[src/rtl/sdram_test_pkg.sv]
// Shared types and the test pattern used by the SDRAM writer and read checker.
package sdram_test_pkg;

    typedef enum logic [1:0] {
        StIdle,
        StReq,
        StRecv,
        StFin
    } state_e;

    localparam int unsigned BurstMaxDefault = 64;

    // Word n of the test pattern: inverted index in the upper half, index in the lower half.
    function automatic logic [127:0] expected_word(input logic [63:0] n);
        return {~n, n};
    endfunction

endpackage

[src/rtl/rd_pattern_cmp.sv]
// Compares one returned read beat against the expected pattern word for its index.
module rd_pattern_cmp
    import sdram_test_pkg::*;
(
    input  logic [31:0]  idx_i,
    input  logic [127:0] data_i,
    output logic         mismatch_o
);

    // Purely combinational; the checker registers the outcome.
    always_comb begin
        mismatch_o = (data_i != expected_word({32'd0, idx_i}));
    end

endmodule

[config.mk]
export PLATFORM = sky130hd
export DESIGN_NAME = rd_pattern_cmp
export DESIGN_NICKNAME = d
export VERILOG_FILES = /design/src/rtl/sdram_test_pkg.sv /design/src/rtl/rd_pattern_cmp.sv
export SDC_FILE = /design/constraint.sdc
export NUM_CORES = 1
export LEC_CHECK = 0
export ABC_CLOCK_PERIOD_IN_PS = 1500
export CORE_UTILIZATION = 18
export DETAILED_ROUTE_END_ITERATION = 7
export PLACE_DENSITY_LB_ADDON = 0.1
export SYNTH_ARGS = -nofsm -noshare
export SYNTH_HDL_FRONTEND = slang
export SYNTH_SLANG_ARGS = --single-unit
[constraint.sdc]
create_clock -name vclk -period 1.5
set_input_delay 0.225 -clock vclk [all_inputs]
set_output_delay 0.225 -clock vclk [all_outputs]
set_load 0.005 [all_outputs]
==> impl_metrics.ini <==
[cells_and_area]
seqCellArea_um2 = 0
seq_cells = 0
mostFrequentLayoutCells = dlygate4sd2_1, clkdlybuf4s50_1, nand4_1
num-clock-buffers = 0
fillers = 438
drive_gt1_share_pct = 27.65
multi_input_area_mm2 = 0.001028
final_cell_area_mm2 = 0.002594
finalNetCount = 455
final_common_cell = dlygate4sd2_1
antennaDiodeCount = 0
syn2layout_area_growth_pct = 220.4

[timing]
rsz0062_at_grt = true
tns_ps = -289.8
min_period_over_period_pct = 119.3
tightest_slew_ps = 316.6
slew_headroom_pct = 78.72
slew_violations = 0
setup_ws_ps = -289.8
setup_viol = 1
fmax_mhz = 558.7
hold_viol = 0
min_period_ps = 1790

[placed_design]
hpwl_mm = 3.909
routabilityCongestion = 0.7272
io_buffers = 161
place_area_mm2 = 0.002569

[synthesis]
synth_area_um2 = 809.5
synth_cell_type_count = 17
synthCells = 121
syn_area_per_cell_um2 = 6.690
syn_nets = 281
ys_seq_area_share_pct = 0
yosysWarnings = 0

[status]
status = finished, violations left
violations = negative setup slack

[die]
die_w_um = 69.06
start_util_pct = 18.72
rows = 24
top_level_ports = 161
fp.dieH_um = 69.06
core_mm2 = 0.004324
dieArea_mm2 = 0.004769

[worst_hold_path]
hp-class = input pin to output pin
whs_path_depth = 6

[grt]
grt_pass1_vias = 1714
grt_max_degree = 4
antenna_found_initial = 0
grt_use_total_pct = 17.19
grt_overflow = 0
grt_pass1_wl_mm = 6.920

[routing]
vias = 1627
post_drt_wl_per_cell_um = 12.61
drc_errors = 0
ant_nets = 0
via_per_inst = 4.716
wl_mm = 4.351
dr.pass1.iters = 4
drtIter0Drc = 16

[critical_path]
crit_path_frequent_cell = nand4_1
worst-path-max-fanout = 1
max_stage_delay_ps = 470
cp_cell_sequence = clkdlybuf4s50_1, xnor2_1, nand4_1, nor4_2, nand4_1, buf_2
worst_setup_path_start_kind = input pin
path_class = input pin to output pin
worstSetupEndpointType = output pin
arrival_ps = 1560
crit_path_top_delay_cell = clkdlybuf4s50_1
required_ps = 1270

[power]
cellPowerDensity_mw_per_mm2 = 211.0
ir_drop_v = 0.0001077
p_leak_nw = 1.238

[job]
maxCapViolCount = 0

[clock_network]
post_cts_buffers = 0
hold_buffers = 0
-- power by group --
| group | switching (mW) | internal (mW) | leakage, nW |
|---|---|---|---|
| clock | 0 | 0 | 0 |
| combinational | 0.180 | 0.368 | 1.24 |
| sequential | 0 | 0 | 0 |
| total | 0.180 | 0.368 | 1.24 |
-- per-stage QoR --
step | utilization (%) | power, mW | instances | setup WS [ps] | hold WS (ps)
2_1_floorplan | - | 0.1256 | 121 | 13.51 | 618.6
3_3_place_gp | 59.40 | 0.6026 | 345 | -1001 | 1653
3_5_place_dp | 59.40 | 0.6113 | 345 | -1026 | 1686
4_1_cts | 58.39 | 0.5356 | 345 | -291.0 | 966.1
5_1_grt | 59.98 | 0.5978 | 345 | -342.9 | 999.7
6_report | 59.98 | 0.5473 | 345 | -289.8 | 946.7
-- cell usage after synthesis, drive strengths merged --
cell type  number  area, µm²
nand4          18      112.6
xor2           18      157.7
nand2          16      60.06
nand2b         14      87.58
o22ai          14      87.58
xnor2          14      122.6
nor4            8      50.05
nor4b           5      43.79
nor2            4      15.01
inv             2      7.510
or4             2      15.01
a221oi          1      8.760
and4            1      8.760
nand4b          1      8.760
nor3b           1      7.510
o21ai           1      5.000
o221a           1      11.26
-- worst paths after layout --
kind,start,endpoint,slack [ps]
max,data_i[29],mismatch_o,-290
min,data_i[64],mismatch_o,950
-- what timing repair did --
item / CTS / global route
pin swaps: 56 / 34
setup endpoints to repair: 1 / 1
gates resized for setup: 203 / 67
-- cell type report --
| class | instances | share of cell area [%] |
|---|---|---|
| repair buffers | 172 | 57.55 |
| multi-input cells | 119 | 39.65 |
| well taps | 52 | 2.508 |
| inverters | 2 | 0.2894 |
-- worst max-delay path, delay by kind of cell --
kind / cells / cell delay [ps]
and+or+nand+nor: 3 / 600
buffers and inverters: 2 / 620
xor gates and xnor gates: 1 / 110
-- routing by layer --
| metal | share of wire (%) | global-route usage [%] | up-vias |
|---|---|---|---|
| met1 | 34 | 17.20 | 708 |
| met4 | 1.1 | 2.494 | 0 |
| met2 | 54 | 34.74 | 92 |
| li1 | - | - | 821 |
| met3 | 11 | 5.117 | 6 |
| met5 | 0 | 0 | - |
-- logic make-up after synthesis --
family / Yosys count / share of synthesized area (%)
AND/OR/NAND/NOR: 70 / 50.54
XOR/XNOR: 32 / 34.62
buffers and inverters: 2 / 0.9277
AO/OA/AOI/OAI: 17 / 13.91
(Power assumes the default switching activity.)
